[config.mk]
export PLATFORM = sky130hd
export DESIGN_NAME = seg_scroll_display
export DESIGN_NICKNAME = d
export VERILOG_FILES = /design/src/rtl/seg_scroll_display.sv
export SDC_FILE = /design/constraint.sdc
export NUM_CORES = 1
export LEC_CHECK = 0
export CORE_UTILIZATION = 55
export CTS_CLUSTER_DIAMETER = 50
export DETAILED_ROUTE_END_ITERATION = 16
export PLACE_DENSITY = 0.75
export SYNTH_ARGS = -nofsm -noshare
export SYNTH_HDL_FRONTEND = slang
export SYNTH_SLANG_ARGS = --single-unit
[constraint.sdc]
create_clock -name clk -period 4.1 [get_ports clk]
set_input_delay 1.025 -clock clk [delete_from_list [all_inputs] [get_ports clk]]
set_output_delay 1.025 -clock clk [all_outputs]
set_load 0.03 [all_outputs]
[src/rtl/seg_scroll_display.sv]
// Scrolling multi-digit 7-segment message display.
// A MSG_LEN-entry hex message is written through the load port and scrolled
// across N_DIGITS time-multiplexed digits, left or right, with run/pause.
module seg_scroll_display #(
   parameter int DIV      = 25_000_000,
   parameter int SCAN_DIV = 50_000,
   parameter int MSG_LEN  = 8,
   parameter int N_DIGITS = 4,
   parameter int AW       = $clog2(MSG_LEN)
) (
   input  logic                clk,
   input  logic                rst,
   input  logic                en,
   input  logic                dir,
   input  logic                load_we,
   input  logic [AW-1:0]       load_addr,
   input  logic [3:0]          load_data,
   output logic [6:0]          seg,
   output logic [N_DIGITS-1:0] sel,
   output logic [AW-1:0]       pos,
   output logic                wrap
);

   localparam int DW = (DIV > 1) ? $clog2(DIV) : 1;
   localparam int CW = (SCAN_DIV > 1) ? $clog2(SCAN_DIV) : 1;
   localparam int SW = (N_DIGITS > 1) ? $clog2(N_DIGITS) : 1;
   localparam int EW = AW + SW + 1;
   localparam logic [DW-1:0] DIV_LAST  = DW'(DIV - 1);
   localparam logic [CW-1:0] SCAN_LAST = CW'(SCAN_DIV - 1);
   localparam logic [SW-1:0] IDX_LAST  = SW'(N_DIGITS - 1);
   localparam logic [AW-1:0] POS_LAST  = AW'(MSG_LEN - 1);
   localparam logic [AW:0]   MSG_LEN_W = (AW + 1)'(MSG_LEN);
   localparam logic [EW-1:0] MSG_LEN_E = EW'(MSG_LEN);
   // Enough subtract passes to fold pos + scan_idx back into 0..MSG_LEN-1
   localparam int unsigned   N_SUB     = N_DIGITS / MSG_LEN + 1;

   logic [DW-1:0]       div_cnt_q, div_cnt_d;
   logic [CW-1:0]       scan_cnt_q, scan_cnt_d;
   logic [SW-1:0]       scan_idx_q, scan_idx_d;
   logic [AW-1:0]       pos_q, pos_d;
   logic                wrap_q, wrap_d;
   logic [6:0]          seg_q, seg_d;
   logic [N_DIGITS-1:0] sel_q, sel_d;
   logic [3:0]          mem_q [MSG_LEN];
   logic                tick;
   logic                step;
   logic [EW-1:0]       sum_e;
   logic [AW-1:0]       entry;

   function automatic logic [6:0] hex7(input logic [3:0] h);
      case (h)
         4'h0:    hex7 = 7'h7E;
         4'h1:    hex7 = 7'h30;
         4'h2:    hex7 = 7'h6D;
         4'h3:    hex7 = 7'h79;
         4'h4:    hex7 = 7'h33;
         4'h5:    hex7 = 7'h5B;
         4'h6:    hex7 = 7'h5F;
         4'h7:    hex7 = 7'h70;
         4'h8:    hex7 = 7'h7F;
         4'h9:    hex7 = 7'h7B;
         4'hA:    hex7 = 7'h77;
         4'hB:    hex7 = 7'h1F;
         4'hC:    hex7 = 7'h4E;
         4'hD:    hex7 = 7'h3D;
         4'hE:    hex7 = 7'h4F;
         default: hex7 = 7'h47;
      endcase
   endfunction

   assign tick = (div_cnt_q == DIV_LAST);
   assign step = tick & en;

   // Next state of the step divider, scan counters, scroll position and wrap flag
   always_comb begin
      div_cnt_d  = tick ? '0 : div_cnt_q + 1'b1;
      scan_cnt_d = (scan_cnt_q == SCAN_LAST) ? '0 : scan_cnt_q + 1'b1;
      scan_idx_d = scan_idx_q;
      if (scan_cnt_q == SCAN_LAST) begin
         scan_idx_d = (scan_idx_q == IDX_LAST) ? '0 : scan_idx_q + 1'b1;
      end
      pos_d = pos_q;
      if (step) begin
         if (dir) begin
            pos_d = (pos_q == '0) ? POS_LAST : pos_q - 1'b1;
         end else begin
            pos_d = (pos_q == POS_LAST) ? '0 : pos_q + 1'b1;
         end
      end
      wrap_d = step && (pos_d == '0);
   end

   // Message entry for the digit being scanned, reduced modulo MSG_LEN by compare
   always_comb begin
      sum_e = EW'(pos_q) + EW'(scan_idx_q);
      for (int unsigned i = 0; i < N_SUB; i++) begin
         if (sum_e >= MSG_LEN_E) begin
            sum_e = sum_e - MSG_LEN_E;
         end
      end
      entry = sum_e[AW-1:0];
      seg_d = hex7(mem_q[entry]);
      sel_d = '1;
      sel_d[scan_idx_q] = 1'b0;
   end

   // Timing, position and display registers
   always_ff @(posedge clk or posedge rst) begin
      if (rst) begin
         div_cnt_q  <= '0;
         scan_cnt_q <= '0;
         scan_idx_q <= '0;
         pos_q      <= '0;
         wrap_q     <= 1'b0;
         seg_q      <= '0;
         sel_q      <= '1;
      end else begin
         div_cnt_q  <= div_cnt_d;
         scan_cnt_q <= scan_cnt_d;
         scan_idx_q <= scan_idx_d;
         pos_q      <= pos_d;
         wrap_q     <= wrap_d;
         seg_q      <= seg_d;
         sel_q      <= sel_d;
      end
   end

   // Message memory: cleared on reset, out-of-range addresses ignored
   always_ff @(posedge clk or posedge rst) begin
      if (rst) begin
         for (int unsigned i = 0; i < MSG_LEN; i++) begin
            mem_q[i] <= '0;
         end
      end else if (load_we && ({1'b0, load_addr} < MSG_LEN_W)) begin
         mem_q[load_addr] <= load_data;
      end
   end

   assign seg  = seg_q;
   assign sel  = sel_q;
   assign pos  = pos_q;
   assign wrap = wrap_q;

endmodule

==> results.md <==
* Cell type with the highest occurrence count on the critical path: sky130_fd_sc_hd__ha_1
* Max Clk Rate at 307 MHz
* Via count of the routed design at 2894
* Element type at the critical path start: flip-flop
* Final routed DRC violation total at 0
* Sum of buffers and inverters on the critical path at 0
* Placed cell count at 498
* LEAKAGE at 2.12 nW
* Status: complete, no violations
* Largest stage delay on the critical path at 1.01 ns
* Post-synth EDFFs at 0
* Biggest area contributors in the synthesized netlist: sky130_fd_sc_hd__dfrtp_1, sky130_fd_sc_hd__mux2_2, sky130_fd_sc_hd__ha_1, sky130_fd_sc_hd__mux2i_1, sky130_fd_sc_hd__xor2_1
* Fraction of post-synthesis cell area in the top cell type by area at 0.480
* Remaining max-slew budget at the tightest pin at 0.240
* Number of violations reported at the end of detailed-routing iteration 0 at 122
* Total global-route track usage at 0.213
* Share of final-layout standard cells stronger than drive strength 1 at 0.180
* DP Wirelength at 5.78 mm
* Cells along the critical path: ha_1 > fa_1 > mux2i_1 > mux4_2 > ha_1 > or3b_1 > o211ai_1
* Worst-case clock buffer depth at 2
* Clock period minus worst slack at 3.26 ns
* Maximum number of pins on one net before global-route repair at 68
* Area growth from synthesis to layout at 12.0%
* Final cell count without fillers at 514
* Highest-delay cell along the critical path: sky130_fd_sc_hd__fa_1
* DIE AREA at 8510 µm²
* Post-CTS setup repair buffer count at 0
* Antenna violations before repair at 0
* Number of synthesized register bits at 90
* Post-cts resize count at 0
* Gate count of the mapped netlist at 376
* Critical path fanouts, max at 14
* Hold buffer count at cts at 0
* DP Worst Slack at 0.819 ns
* Distinct cells, synth at 46
* DIE WIDTH at 92.3 µm
* Post-route antenna net violation count at 0
* Clock transition at the register clock pins on the worst setup and hold paths after CTS at 0.09 ns
* Setup clock skew after layout at 0.0134 ns
* Power density over cell area at 382 nW/µm²
* Worst setup path class: flip-flop to flip-flop
* Top flip-flop cell by instance count after synthesis: sky130_fd_sc_hd__dfrtp_1
* Count of antenna diodes in the layout at 0
* Global-route wire length before repair at 14.1 mm
* Die Y at 92.3 µm
* Final count of pins violating max slew at 0
* Net count, final at 438
* Final routed wirelength across all metal layers at 8.19 mm
* Class of the most critical hold timing path: flip-flop to flip-flop
* Transition time at the pin with the least slew margin at 1.14 ns
* Weighted congestion reported at the end of routability-driven placement at 0.833
* Latest clock arrival within the worst-skew pair at 0.34 ns
* GRT overflow at 0
* Drt pass-1 iters at 4
* Number of synthesis warnings at 0
* Fin. Hold Viols at 0
* CTS Sinks at 90
* Mean routed wirelength per cell at 15.9 µm
* Critical path capture point type: flip-flop
* Crit path setup slack, layout at 0.844 ns
* Unrepaired setup endpoints after global routing: false
* Count of standard-cell rows at 32
* CTS Buf Count at 9
* Largest vdd supply drop at 0.173 mV
* I/O pins at 27
* Starting density of the core at 0.574
* Via count normalized by instance count at 5.63
* Clock tree from TritonCTS: done
* Reported max-cap violation count at 0
* Largest area contributor in the synthesized netlist: sky130_fd_sc_hd__dfrtp_1
* Netlist area before placement at 4480 µm²
* Total of endpoints with negative setup slack in the final report at 0
* Proportion of register bits with asynchronous set or reset after synthesis at 1.00
* Root cell of the clock tree: sky130_fd_sc_hd__clkbuf_8
* Crit path max-delay family: adder cells
* Post-Syn Area per Cell at 11.9 µm²
* Syn_nets at 407
* Final setup TNS at 0 ns
* Via count of the first global-routing pass at 2949
* # H-tree levels at 3
* Count of buffers from port buffering at 26
* Placeable core region at 7810 µm²
* Arrival time at the worst endpoint at 3.52 ns
* Final worst path period share at 0.794
* Share of the yosys chip area belonging to registers at 0.504
* Critical path required time at 4.37 ns
[stage by stage]
stage / power (W) / hold slack (ns) / cell area (µm²) / utilization
final: 0.00192 / 0.449 / 5020 / 0.643
after global routing: 0.00201 / 0.485 / 5020 / 0.643
after CTS: 0.00194 / 0.458 / 5020 / 0.643
after detailed placement: 0.00141 / 0.446 / 4850 / 0.621
after global placement: 0.00139 / 0.434 / 4850 / 0.621
after floorplan: 0.00129 / 0.424 / 4480 / -
[where the power goes]
part	leakage [nW]	total (W)	internal, W	switching, W
sequential	1.13	0.00102	0.000982	0.0000406
combinational	0.907	0.000361	0.000178	0.000182
clock	0.0827	0.000535	0.000222	0.000313
[sequential cells by signal, indices dropped and copies added (netlist names)]
signal and flops:
scan_idx_q 2, seg 7, scan_cnt_q 16, mem_q 32, pos 3, div_cnt_q 25, wrap 1, sel 4
[layout make-up]
type | instances | area, µm²
Clock buffer | 10 | 128
Sequential cell | 90 | 2260
Multi-Input combinational cell | 259 | 2110
Tap cell | 102 | 128
Clock inverter | 6 | 42.5
Fill cell | 636 | 2790
Inverter | 19 | 72.6
Timing Repair Buffer | 28 | 275
[worst reg2reg max path, delay by kind of cell (launching register included)]
kind	cells	cell delay, ns
simple gates	1	0.39
fa+ha+maj	3	1.51
flops	1	0.44
compound gates	1	0.08
mux	2	0.77
[Yosys cell counts, drive strengths merged (3+ instances only)]
master,number
o31ai,9
inv,19
mux2,40
nor3,13
xor2,17
nor2,23
dfstp,4
dfrtp,86
mux4,5
a21oi,11
nand4b,3
or4,8
ha,18
nand3,14
nor4,6
nand4,12
nor2b,4
mux2i,20
or3,3
nand2,16
xnor2,12
nor3b,3
buf,6
[logic make-up after synthesis]
group / share of synthesized area
buf+inv: 0.0254
flops: 0.504
fa+ha+maj: 0.0547
mux: 0.170
xor+xnor: 0.0584
simple gates: 0.147
compound gates: 0.0402
[path summary, 6_finish.rpt]
| kind | from | to | slack, ns | cells after the start |
|---|---|---|---|---|
| worst min register to register | div_cnt_q[0] | div_cnt_q[0] | 0.45 | 1 |
| min in group asynchronous | rst | seg[1] | 1.24 | 2 |
| worst min-delay path | div_cnt_q[0] | div_cnt_q[0] | 0.45 | 1 |
| worst max-delay path | pos[0] | seg[6] | 0.84 | 7 |
| max in group asynchronous | rst | div_cnt_q[2] | 2.05 | 3 |
| worst max register to register | pos[0] | seg[6] | 0.84 | 7 |
[layout by cell type, fill, tap and decap left out, drive strengths merged, types with 5 or more instances in the layout]
cell / netlist / routed
nand2: 16 / 16
nor4: 6 / 6
nand4: 12 / 12
nand3: 14 / 14
mux2i: 20 / 20
or4: 8 / 8
nor2: 23 / 23
clkdlybuf4s50: 0 / 26
xnor2: 12 / 12
ha: 18 / 18
mux4: 5 / 5
nor3: 13 / 13
a21oi: 11 / 11
xor2: 17 / 17
o31ai: 9 / 9
dfrtp: 86 / 86
clkbuf: 2 / 10
mux2: 40 / 40
inv: 19 / 19
[routing by layer]
metal	vias up	GRT usage	wire (µm)
met4	0	0.0911	151
met3	13	0.0398	235
met5	-	0	0
li1	1421	-	-
met1	1419	0.278	3800
met2	41	0.350	4010
(Power assumes the default switching activity.)
==> edit, RTL diff (same settings) <==
The parameter `SCAN_DIV` goes from 50_000 to 200_000.
--- a/src/rtl/seg_scroll_display.sv
+++ b/src/rtl/seg_scroll_display.sv
@@ -3,7 +3,7 @@
 // across N_DIGITS time-multiplexed digits, left or right, with run/pause.
 module seg_scroll_display #(
    parameter int DIV      = 25_000_000,
-   parameter int SCAN_DIV = 50_000,
+   parameter int SCAN_DIV = 200_000,
    parameter int MSG_LEN  = 8,
    parameter int N_DIGITS = 4,
    parameter int AW       = $clog2(MSG_LEN)
Formal check against the unedited RTL: no difference found for any inputs over 10 cycles, from zero or initial values and one cycle with rst high; that may be too few to reach the edited logic, so the function may still have changed.
==> edit against the unedited design <==
Worst setup slack better by 12 ps; cell area is 2.5% higher; wire length is 0.43% higher; total power is 8.0% higher; sequential share of layout area is 0.12 points lower; sequential cell count is 2 higher; critical path depth stayed put; synthesized cell count is 2.4% higher; worst hold slack better by 38 ps; area after synthesis is 2.2% higher; fmax is 0.38% higher; core utilization is 0.93 points higher; critical path type unchanged; largest power group unchanged.
==> edit: results (changes against the unedited design) <==
Finished Layout Cells 520 (+1.2%); status complete, no violations; final clock skew 9.97 ps (-3.44 ps); GRT Total Usage 21.4% (+0.083 points); first-pass GRT wire length 14200 um (+0.84%); largest net degree at the start of global routing 51 (-25%); Leak 2.20 nW (+3.7%); routed wl met2 4020 um (+0.42%); grt met2 use 35.2% (+0.28 points); Synth area leaders dfrtp_1 (48%), mux2_2 (10%), ha_1 (4.9%); share of cells above drive strength 1 18.2% (+0.22 points); later-pin clock latency in the skew report 370 ps (+30 ps); Post-Syn Nets 416 (+2.2%); pre-CTS setup slack 875 ps (+56.0 ps); met1 WL 3840 um (+1.1%); Post-Synthesis Cells 385 (+2.4%); sequential fraction of the synthesis area 50.4% (about the same); clock tree buffer depth 2 (unchanged); met3 routed WL 182 um (-23%); DP Area 0.00493 mm2 (+1.8%); Post-synth top cells dfrtp_1 (88), mux2_2 (41), inv_1 (23), mux2i_1 (19), nor2_1 (19); GR met3 Demand/Resource 3.09% (-0.89 points); routed vias/inst 5.73 (+1.7%); initial DRC count 95 (-22%); routability cong. 0.777 (-6.7%); DP Wirelength 5800 um (+0.27%); nets 444 (+1.4%); Routed WL 8230 um (+0.43%); placed cells 504 (+1.2%); Regs by FF count mem_q: 32 flops, div_cnt_q: 25 flops, scan_cnt_q: 18 flops; measured slew at the worst slew-check pin 913 ps (-227 ps); Max IR drop VDD 0.183 mV (+6.1%); asr flop ratio synth 100% (unchanged); met1 GRT Util 28.3% (+0.53 points)
==> edit: cell types whose count changed after synthesis, moves of 3 or more <==
cell,change
or3_1,+3
nand4_1,-4
a21oi_1,+3
inv_1,+4
o31ai_1,-3
or2_2,+3
nor2_1,-4
==> edit: worst max-delay path, cell delays in order (launching register included) <==
cell and delay, ps:
dfrtp_1 450, ha_1 220, fa_1 1000, mux2i_1 170, mux4_2 590, ha_1 250, or3b_1 380, o211ai_1 90
==> edit: path summary, 6_finish.rpt <==
check	start	to	slack [ps]	depth (start not counted)
max in group asynchronous	rst	sel[3]	2270	3
max reg2reg	scan_idx_q[0]	seg[6]	860	7
min in group asynchronous	rst	mem_q[18]	1080	2
min reg2reg	div_cnt_q[24]	div_cnt_q[24]	490	1
min	div_cnt_q[24]	div_cnt_q[24]	490	1
max	scan_idx_q[0]	seg[6]	860	7
==> edit: final cells by class <==
class / count / area (um2)
well taps: 102 / 128
fillers: 625 / 2750
multi-input cells: 259 / 2120
clock buffers: 12 / 135
inverters: 23 / 87.6
flip-flops and latches: 92 / 2310
repair buffers: 28 / 288
clock inverters: 4 / 73.8
==> edit: logic make-up (layout without fill, tap and decap cells) <==
| group | Yosys count | after routing | share of synthesized area (%) |
|---|---|---|---|
| adder cells (fa/ha/maj) | 19 | 19 | 5.36 |
| flip-flops | 92 | 92 | 50.4 |
| AND/OR/NAND/NOR | 115 | 115 | 14.6 |
| AO/OA/AOI/OAI | 31 | 31 | 4.18 |
| buffers and inverters | 34 | 67 | 3.20 |
| multiplexers | 65 | 65 | 16.7 |
| XOR/XNOR | 29 | 29 | 5.55 |
==> edit: power breakdown <==
group	switching (mW)	leakage [nW]	internal [mW]	total (mW)
sequential	0.0484	1.16	1.00	1.05
combinational	0.181	0.937	0.179	0.361
clock	0.316	0.105	0.345	0.661
